### config.mk
export PLATFORM = sky130hd
export DESIGN_NAME = serializer_tx
export DESIGN_NICKNAME = d
export VERILOG_FILES = /design/src/rtl/serializer_pkg.sv /design/src/rtl/serializer_tx.sv
export SDC_FILE = /design/constraint.sdc
export NUM_CORES = 1
export LEC_CHECK = 0
export ABC_AREA = 1
export CAP_MARGIN = 20
export CORE_MARGIN = 2
export CORE_UTILIZATION = 30
export DETAILED_ROUTE_END_ITERATION = 16
export SYNTH_ARGS = -nofsm -noshare
export SYNTH_HDL_FRONTEND = slang
export SYNTH_SLANG_ARGS = --single-unit
export TNS_END_PERCENT = 10
### constraint.sdc
create_clock -name clk_1MHz -period 1.64 [get_ports clk_1MHz]
set_input_delay 0.246 -clock clk_1MHz [delete_from_list [all_inputs] [get_ports clk_1MHz]]
set_output_delay 0.246 -clock clk_1MHz [all_outputs]
set_load 0.02 [all_outputs]
### src/rtl/serializer_pkg.sv
// Shared types and helpers for the bit-serial transmitter.
package serializer_pkg;

  typedef enum logic [1:0] {
    IDLE = 2'd0,
    SEND = 2'd1,
    GAP  = 2'd2
  } tx_state_t;

  localparam int DATA_W_DEF = 8;
  localparam int GAP_DEF    = 1;

  // Even parity over a zero-extended word (XOR of all bits).
  function automatic logic even_parity(input logic [63:0] word);
    return ^word;
  endfunction

endpackage

### src/rtl/serializer_tx.sv
// Byte-to-bit-strobe transmitter: one write_out pulse per bit, LSB first, then idle gap.
// Optional macro SERIALIZER_TX_PARITY_EN appends an even-parity strobe after the data bits.
module serializer_tx
  import serializer_pkg::*;
#(
  parameter int DATA_W     = DATA_W_DEF,
  parameter int GAP_CYCLES = GAP_DEF
) (
  input  logic              clk_1MHz,
  input  logic              reset,
  input  logic [DATA_W-1:0] byte_in,
  input  logic              byte_valid_in,
  output logic              ready_out,
  input  logic              busy_in,
  output logic              data_out,
  output logic              write_out,
  output logic              done_out,
  output logic              tx_active_out
);

`ifdef SERIALIZER_TX_PARITY_EN
  localparam int NBITS = DATA_W + 1;
`else
  localparam int NBITS = DATA_W;
`endif
  localparam int BCW = $clog2(NBITS + 1);
  localparam int GCW = $clog2(GAP_CYCLES + 1);
  localparam logic [BCW-1:0] BIT_LAST = BCW'(NBITS);
  localparam logic [GCW-1:0] GAP_LAST = GCW'(GAP_CYCLES - 1);

  tx_state_t        state;
  tx_state_t        state_nxt;
  logic [NBITS-1:0] shreg;
  logic [NBITS-1:0] shreg_load;
  logic [BCW-1:0]   bit_cnt;
  logic [GCW-1:0]   gap_cnt;
  logic             last_bit;
  logic             done_r;
  logic             accept;
  logic             gap_done;
  logic             bits_done;

`ifdef SERIALIZER_TX_PARITY_EN
  assign shreg_load = {even_parity(64'(byte_in)), byte_in};
`else
  assign shreg_load = byte_in;
`endif

  assign ready_out     = (state == IDLE) && !busy_in && !reset;
  assign accept        = byte_valid_in && ready_out;
  assign gap_done      = (gap_cnt == GAP_LAST);
  assign bits_done     = (bit_cnt == BIT_LAST);
  assign write_out     = (state == SEND);
  assign data_out      = (state == SEND) ? shreg[0] : last_bit;
  assign done_out      = done_r;
  assign tx_active_out = (state != IDLE);

  // busy_in only gates leaving GAP towards another strobe; it never delays completion.
  always_comb begin
    state_nxt = state;
    case (state)
      IDLE: if (accept) state_nxt = SEND;
      SEND: state_nxt = GAP;
      GAP: begin
        if (gap_done) begin
          if (bits_done)     state_nxt = IDLE;
          else if (!busy_in) state_nxt = SEND;
        end
      end
      default: state_nxt = IDLE;
    endcase
  end

  always_ff @(posedge clk_1MHz) begin
    if (reset) begin
      state    <= IDLE;
      shreg    <= '0;
      bit_cnt  <= '0;
      gap_cnt  <= '0;
      last_bit <= 1'b0;
      done_r   <= 1'b0;
    end else begin
      state  <= state_nxt;
      done_r <= (state == GAP) && (state_nxt == IDLE);
      case (state)
        IDLE: begin
          if (accept) begin
            shreg   <= shreg_load;
            bit_cnt <= '0;
          end
        end
        SEND: begin
          shreg    <= {1'b0, shreg[NBITS-1:1]};
          last_bit <= shreg[0];
          gap_cnt  <= '0;
          if (!bits_done) bit_cnt <= bit_cnt + 1'b1;
        end
        GAP: begin
          if (!gap_done) gap_cnt <= gap_cnt + 1'b1;
        end
        default: ;
      endcase
    end
  end

endmodule

# Word-level counts from Yosys, hierarchy flattened
# Cells that the tools add are included.
[totals]
regBits = 17
[op_classes]
add_sub_neg = 2
eq_ne = 5
mux = 13
reduce_logical = 13
[op_table]
columns = ["operator", "n"]
rows = [
  ["$pmux 8 s2", 1],
  ["$mux 2", 4],
  ["$mux 4", 2],
  ["$mux 8", 1],
  ["$pmux 4 s2", 1],
  ["$pmux 2 s3", 1],
  ["$reduce_bool 2->1", 3],
  ["$add 4x1->4 const B", 1],
  ["$eq 4x4->1 const B", 1],
  ["$logic_and 1x1->1", 4],
  ["$logic_not 2->1", 2],
  ["$ne 2x2->1 const B", 2],
  ["$reduce_and 3->1", 1],
  ["$eq 2x1->1 const B", 1],
  ["$eq 2x2->1 const B", 1],
  ["$logic_not 1->1", 2],
  ["$mux 1", 2],
  ["$pmux 1 s2", 1],
  ["$reduce_and 2->1", 1],
  ["$add 1x1->1 const B", 1],
]

# Logic depth before layout (Yosys ltp)
# Gate-level depths: netlist of run 1.
[depth]
depth_word = 8
depth_mapped = 8

# Worst setup path after synthesis of run 1
# OpenSTA, ideal clock, no wires.
[synth_path]
path_kind = "register to output"
start = "register state[1]"
end = "output port ready_out"
arrival_time_ns = 1.094
required_time_ns = 1.394
slack_ns = 0.300
stages_incl_launch_ff = 4
path_cell_list = "dfxtp_1 > nor2_2 > inv_1 > nor3_1"
[synth_via]
elab_chain_cells = 3
[synth_rtl]
columns = ["element", "line_no", "source"]
rows = [
  ["from (decl)", "serializer_tx.sv:31", "tx_state_t state;"],
  ["from (signal assigned)", "serializer_tx.sv:83", "state <= state_nxt;"],
  ["$logic_not 2->1", "serializer_tx.sv:49", "assign ready_out = (state == IDLE) && !busy_in && !reset;"],
  ["$logic_and 1x1->1 (2 in a row)", "serializer_tx.sv:49", ""],
  ["to (decl)", "serializer_tx.sv:13", "output logic ready_out,"],
]
# Every way passes these cells.

# Worst setup path after layout of run 1
# Ends and elaborated chain as after synthesis.

==> impl_summary.md, run 1 <==
Outcome
The run finished with clean final reports.

Final layout
After the flow finishes, the layout carries non-filler instances totaling ~170. The final net count is roughly 150. The share of cells above drive strength 1 is ~16%. The finished layout cell area is between 1000 and 1500 sq um. The final core area utilization is ~41%.

From synthesis to final layout, the design area changed by 29.26%. 0 antenna diodes ended up in the layout.

Detailed routing
The average wire per cell in the routed design is 10.05 um. The post-detailed-routing wire length is about 1.7 mm. The initial detailed-routing violation count is 13.

Before antenna repair, the detailed router went through 3 iterations. Dividing the detail-routed via count by the number of cells gives between 4 and 5. Summing over every cut layer, the via total after detailed routing is 760.

The detail route stage leaves a number of antenna-violating nets equal to 0. In the routed design, unresolved DRC markers number 0.

Worst setup path
Data on the critical path arrives at its endpoint at roughly 1300 ps. On the critical path, the stage with the largest delay is an instance of sky130_fd_sc_hd__dfxtp_2. The critical path launch point type is a flop.

Walking the worst path, the cells encountered are nor2_2 -> inv_1 -> nor3_1 -> dlygate4sd2_1. On the critical path the largest part of the delay comes from buffers and inverters. The critical path capture point type is an output port. The critical-path maximum fanout is 3. The required time of the critical path is 1390 ps. The buffers plus inverters on the worst setup path is 2. The peak per-stage delay on the critical path is 360 ps. The setup path with the least slack is of type reg2out.

Global route
The global-route usage over all layers is approximately 11%. The initial antenna violation count is 0. The largest net degree at the start of global routing is 19. The global-route wire length before repair is about 2.9 mm. The via count of the first global-routing pass is around 700.

Global routing finished with a remaining overflow of 0.

Synth
The total of flip-flops plus latches after synthesis is 16. The warning count from the yosys run is 0. The count of unique library cells instantiated by Yosys is 23.

The dominant synthesized flop cell is sky130_fd_sc_hd__dfxtp_1. The synthesized netlist net count is around 130. The portion of the post-synthesis area used by sequential elements is roughly two fifths. The share of async-settable or async-resettable flops after synthesis is 0%. Of the post-synthesis cell area, the dominant cell type holds roughly 40%.

In the synthesized netlist, the cells that appear most often are sky130_fd_sc_hd__nand2_1, sky130_fd_sc_hd__dfxtp_1, sky130_fd_sc_hd__nand3_1. The biggest area contributor in the post-synthesis netlist is sky130_fd_sc_hd__dfxtp_1. The average instance in the mapped netlist occupies between 7 and 8 sq um.

The post-synthesis instance total is 113. The number of enable-type register cells in the synthesized netlist is 0. The mapped netlist covers 808.3 sq um. Yosys instantiated no cell more often than sky130_fd_sc_hd__nand2_1. By area the synthesized netlist is led by sky130_fd_sc_hd__dfxtp_1, sky130_fd_sc_hd__nand2_1, sky130_fd_sc_hd__nand3_1.

Power and ir drop
The internal power of the cells totals 0.5590 mW. In this run the power spent charging and discharging nets is 0.2075 mW. The total power after layout is 0.7665 mW. IR analysis of the VDD net gives a maximum drop of roughly 0.00037 V. The power share of the sequential group is between 50% and 60%.

The share of total power dissipated in the clock network is between 20 and 30%. The total power divided by cell area is about 730 nW/um^2. The share of total power dissipated in combinational logic is 18.1%. In this run switching power makes up 27.07% of total power. The reported leakage power is ~0.47 nW.

Worst hold path
The classification of the worst-slack hold path is reg2reg.

Floorplanning
For this design the top-level I/O count stands at 17. In this run the core area contains 18 standard-cell rows. The die extent in x is 55.91 um. The effective utilization at floorplan is about a third.

The area of the core is ~2500 sq um. The floorplan die height is approximately 56 um. The die outline area is ~3100 sq um.

Clock tree
Once the clock tree was built, the resizer swapped 7 gates to a different size. The number of buffers inserted to repair setup after CTS is 0. The number of levels in the clock H-tree is 1. In this run, post-CTS hold repair placed 0 buffers. Clock tree synthesis selected as its root buffer the cell sky130_fd_sc_hd__clkbuf_4. For this design, the sink count on the clock tree is 16. The clock passes through at most 2 buffers. The TritonCTS clock tree is done. The clock latency of the later-clocked register in the worst-skew pair is ~290 ps. The TritonCTS buffer count is 3. The clock transition at the registers of the reported paths is 100 ps.

Timing
The hold violation count in the final report is 0. Setup repair after global routing left no endpoint under its margin. The smallest clock period supported by the final layout is computed as between 1500 and 2000 ps. Once routing completed, OpenROAD measured the worst setup slack at between 100 and 150 ps.

Across all hold checks on the routed design, the worst slack comes to 488.4 ps. The number of slew-limit violations in the final report is 0. For this run, the top clock speed supported by timing is between 600 and 700 MHz. Setup violations remaining at the end of the flow were counted as 0. Dividing the final minimum period by the clock period gives 93.53%.

The worst pin sits at a relative slew slack of approximately 85%. Summed over all failing endpoints, the final setup total negative slack is 0 ps. The worst-margin pin slew is roughly 220 ps.

The clock tree skew after final layout is between 9 and 10 ps.

Flow run
Across the run, the number of max-cap violations was 0.

Placed design
In this run the tool buffered the top-level ports with 16 buffer cells. The cell area after placement is 1028 sq um. The weighted congestion reported at the end of routability-driven placement is roughly 0.75. The HPWL after detailed placement is roughly 1.2 mm.

The number of placed instances, taps included is roughly 160. The setup slack at placement is -120.6 ps.
worst min-delay path, delay by kind of cell (launching register included):
kind / cells / cell delay, ps
flops: 1 / 320
simple gates: 1 / 70
compound gates: 1 / 60
cells by family after synthesis:
group / synth area share [%]
DFF: 39.63
AOI/OAI and AO/OA: 12.23
and+or+nand+nor: 35.76
adders and majority gates: 3.095
buffers and inverters: 9.286
power groups by stage:
stage | clock network, mW | logic [mW] | registers, mW
after global placement | 0 | 0.143 | 0.424
after global routing | 0.238 | 0.155 | 0.419
after floorplan | 0 | 0.0843 | 0.423
after CTS | 0.223 | 0.142 | 0.416
final | 0.212 | 0.139 | 0.416
after detailed placement | 0 | 0.145 | 0.425
layer usage:
metal / up-vias / global-route usage, % / wire length [um]
met2: 13 / 19.22 / 808
met5: - / 0 / 0
met1: 334 / 13.48 / 782
met3: 0 / 5.116 / 76
li1: 413 / - / -
met4: 0 / 1.020 / 0
state kept, by name, summed over array words and instances (netlist names):
name,cells
done_out,1
bit_cnt,4
state,2
last_bit,1
shreg,8
cell type report:
type,count,area [sq um]
clock buffers,3,22.52
well taps,30,37.54
flip-flops and latches,16,322.8
fillers,273,1478
inverters,10,37.54
repair buffers,24,211.5
multi-input cells,83,412.9
final timing paths:
check                                 from          to  slack [ps]  cells after the start
worst max register to register  bit_cnt[0]  bit_cnt[2]         330                      8
worst min-delay path              shreg[6]    shreg[6]         490                      2
worst min register to register    shreg[6]    shreg[6]         490                      2
worst max-delay path              state[1]   ready_out         110                      4
placed cells by master (no fill, tap or decap):
master	Yosys	routed
sky130_fd_sc_hd__or2_1	1	1
sky130_fd_sc_hd__inv_1	9	9
sky130_fd_sc_hd__dfxtp_2	0	2
sky130_fd_sc_hd__nand4_1	1	1
sky130_fd_sc_hd__nor2_1	8	8
sky130_fd_sc_hd__nand2_1	33	33
sky130_fd_sc_hd__nand3_2	1	1
sky130_fd_sc_hd__buf_4	0	8
sky130_fd_sc_hd__clkdlybuf4s50_1	0	12
sky130_fd_sc_hd__nor3_1	2	2
sky130_fd_sc_hd__o21a_1	1	1
sky130_fd_sc_hd__a21oi_1	12	12
sky130_fd_sc_hd__dfxtp_1	16	14
sky130_fd_sc_hd__o21ai_2	1	1
sky130_fd_sc_hd__nand2_2	2	2
sky130_fd_sc_hd__o21ai_0	1	1
sky130_fd_sc_hd__ha_1	2	2
sky130_fd_sc_hd__nand3_1	13	13
sky130_fd_sc_hd__nor2_4	1	1
sky130_fd_sc_hd__dlygate4sd2_1	0	3
sky130_fd_sc_hd__a22oi_2	1	1
sky130_fd_sc_hd__clkbuf_4	0	3
sky130_fd_sc_hd__buf_2	0	1
sky130_fd_sc_hd__nand3b_1	1	1
sky130_fd_sc_hd__o21ai_1	1	1
sky130_fd_sc_hd__inv_2	1	1
sky130_fd_sc_hd__nor2_2	1	1
(Power assumes the default switching activity.)
==> run 2, diff against run 1 <==
--- a/config.mk
+++ b/config.mk
@@ -10,6 +10,7 @@
 export CORE_MARGIN = 2
 export CORE_UTILIZATION = 30
 export DETAILED_ROUTE_END_ITERATION = 16
+export MAX_ROUTING_LAYER = met4
 export SYNTH_ARGS = -nofsm -noshare
 export SYNTH_HDL_FRONTEND = slang
 export SYNTH_SLANG_ARGS = --single-unit
==> run 2 against run 1 <==
Effect of this change: power about the same; final cell count is the same; wire length unchanged; sequential share of layout area unchanged; largest power group unchanged; highest routed layer unchanged.
==> impl_summary.md, run 2 (synthesized netlist as in run 1, its figures left out) <==
Worst setup path
The slowest stage of the critical path belongs to the cell sky130_fd_sc_hd__dfxtp_2. STA classifies the critical path endpoint as an output port. Broken down by cell family, the worst path's largest delay share belongs to buffers and inverters. The arrival time at the worst endpoint was 1290 ps (about the same). STA classifies the critical path startpoint as a flop. The path type of the worst setup path is reg2out. The cell count along the critical path came to 4 (unchanged). The critical-path maximum fanout is 3 (unchanged). The cell count of the worst reg-to-reg path came to 8 (unchanged). The peak per-stage delay on the critical path came to 360 ps (about the same). The required time of the critical path is 1390 ps (about the same). The buffers plus inverters on the worst setup path came to 2 (unchanged). Traced cell by cell, the critical path runs through nor2_2 -> inv_1 -> nor3_1 -> dlygate4sd2_1.

Placed design
The setup slack at placement came to -120.6 ps (unchanged). The number of buffers added on ports was 16 (unchanged). The detailed placement HPWL is 1.229 mm (unchanged). The weighted congestion reported at the end of routability-driven placement is 0.7600 (+1.3%).

The cell area after placement is 1028 sq um (unchanged). The number of placed instances, taps included came to 163 (unchanged).

Timing
The clock tree skew after final layout is 10.01 ps (+0.01474 ps). The final setup slack of the worst path was 106.1 ps (unchanged). The maximum frequency from static timing analysis is 652.0 MHz (unchanged). Setup repair after global routing left no endpoint under its margin.

The minimum clock period is 1534 ps (unchanged). The number of slew-limit violations in the final report is 0 (unchanged). The hold violation count in the final report is 0 (unchanged).

The final-report setup violation count is 0 (unchanged). The worst-margin pin slew is 220.9 ps (unchanged). The final period utilization was 93.53% (unchanged). The tightest slew margin relative to the limit is 85.16% (unchanged).

Clock tree
The maximum clock insertion buffer count is 2 (unchanged). The number of buffers inserted to repair setup after CTS is 0 (unchanged). TritonCTS built the clock tree. The clock latency of the later-clocked register in the worst-skew pair is 290 ps (about the same). The clock sink total was 16 (unchanged). The number of levels in the clock H-tree is 1 (unchanged). The count of hold buffers inserted by post-cts repair was 0 (unchanged). The TritonCTS buffer count is 3 (unchanged). The clock root buffer is sky130_fd_sc_hd__clkbuf_4. The clock transition at the registers of the reported paths came to 100 ps (about the same).

Floorplanning
The die extent in x is 55.91 um (unchanged). The placement row count is 18 (unchanged). The top-level port count is 17 (unchanged).

The area of the core is 2522 sq um (unchanged). The effective utilization at floorplan is 32.04% (unchanged). The die outline area is 3125 sq um (unchanged). The floorplan die height is 55.91 um (unchanged).

Worst hold path
The classification of the worst-slack hold path is reg2reg. The hold path depth was 2 (unchanged).

Final layout
The final net count came to 152 (unchanged). The largest registers in the layout are shreg: 8 flops, bit_cnt: 4 flops, state: 2 flops. The number of diodes added for antenna fixing is 0 (unchanged). The commonest non-fill, non-tap cell in the layout is sky130_fd_sc_hd__nand2_1. The count of placed standard cells in the final layout, fillers left out is 166 (unchanged). The flip-flop count of the largest register after layout is 8 (unchanged).

The finished layout cell area is 1045 sq um (unchanged). shreg holds more flip-flops than any other register. The share of cells above drive strength 1 was 16.18% (unchanged). The layout-stage area growth over the synthesis result is 29.26% (unchanged). Leaving out fill and tap cells, the most frequent cells in the layout are sky130_fd_sc_hd__nand2_1, sky130_fd_sc_hd__dfxtp_1, sky130_fd_sc_hd__nand3_1. The final core area utilization is 41.42% (unchanged).

Detailed routing
The average via count per standard cell is 4.584 (+0.13%). The routed via count is 761 (+0.13%). The total iterations of the first detailed-routing run is 4 (+1). The number of design rule violations left after detail routing is 0 (unchanged). The number of nets still failing antenna checks after routing was 0 (unchanged). The post-detailed-routing wire length was 1.668 mm (unchanged).

The average wire per cell in the routed design is 10.05 um (unchanged). The initial detailed-routing violation count came to 13 (unchanged).

Global route
The initial antenna violation count was 0 (unchanged). The global-route usage over all layers was 11.55% (+0.31 points). met2 is the most crowded layer. The via count of the first global-routing pass is 702 (unchanged). The global-route met2 utilization was 19.22% (unchanged). The largest net degree at the start of global routing is 19 (unchanged). The routing usage on met3 is 4.884% (-0.23 points). The global-route wire length before repair is 2.870 mm (unchanged). The routing usage on met1 is 13.62% (+0.14 points).

The sum of overflow across all layers after global routing was 0 (unchanged).

Flow run
The number of max-capacitance violations reported is 0 (unchanged).

Outcome
The run finished with clean final reports.

Power and ir drop
The total power divided by cell area came to 733.7 nW/um^2 (about the same). The reported leakage power is 0.4698 nW (unchanged). The largest vdd supply drop is 0.0003675 V (about the same).
## run 2: cell counts in the layout (fill, tap and decap cells not counted)
No cell type changed its count.
## run 2: area by class of cell
type | instances | area (sq um)
fill | 273 | 1478
multi-input combinational | 83 | 412.9
sequential | 16 | 322.8
timing repair buffer | 24 | 211.5
inverter | 10 | 37.54
tap | 30 | 37.54
clock buffer | 3 | 22.52
## run 2: layer usage
metal / vias to the layer above / part of all wire (%)
met5: - / 0
met4: 0 / 0
met3: 0 / 4.2
met2: 13 / 48
met1: 335 / 47
li1: 413 / -
## run 2: final timing paths
check / slack, ps / endpoint / start
max: 110 / ready_out / state[1]
min: 490 / shreg[6] / shreg[6]
max reg2reg: 330 / bit_cnt[2] / bit_cnt[0]
min reg2reg: 490 / shreg[6] / shreg[6]
## run 2: power breakdown
part	internal (mW)	switching, mW
clock	0.0853	0.126
sequential	0.405	0.0109
combinational	0.0683	0.0703
total	0.559	0.208
## run 2: timing repair
item                       in CTS  in global routing
pin swaps                       0                  0
resized for setup               7                  2
gates cloned                    0                  0
setup endpoints to repair       4                  1
## run 2: per-stage QoR
step	total power [mW]	TNS, ps	hold WS [ps]
after detailed placement	0.5695	-120.6	477.4
after global routing	0.8123	0	513.7
final	0.7665	0	488.4
after floorplan	0.5072	0	315.1
after CTS	0.7813	0	490.6
after global placement	0.5667	-117.3	466.1
## run 2: tightest hold or removal path, delay by kind of cell, from the launching register on
kind             cells  cell delay [ps]
AO/OA/AOI/OAI        1               60
flip-flops           1              320
AND/OR/NAND/NOR      1               70
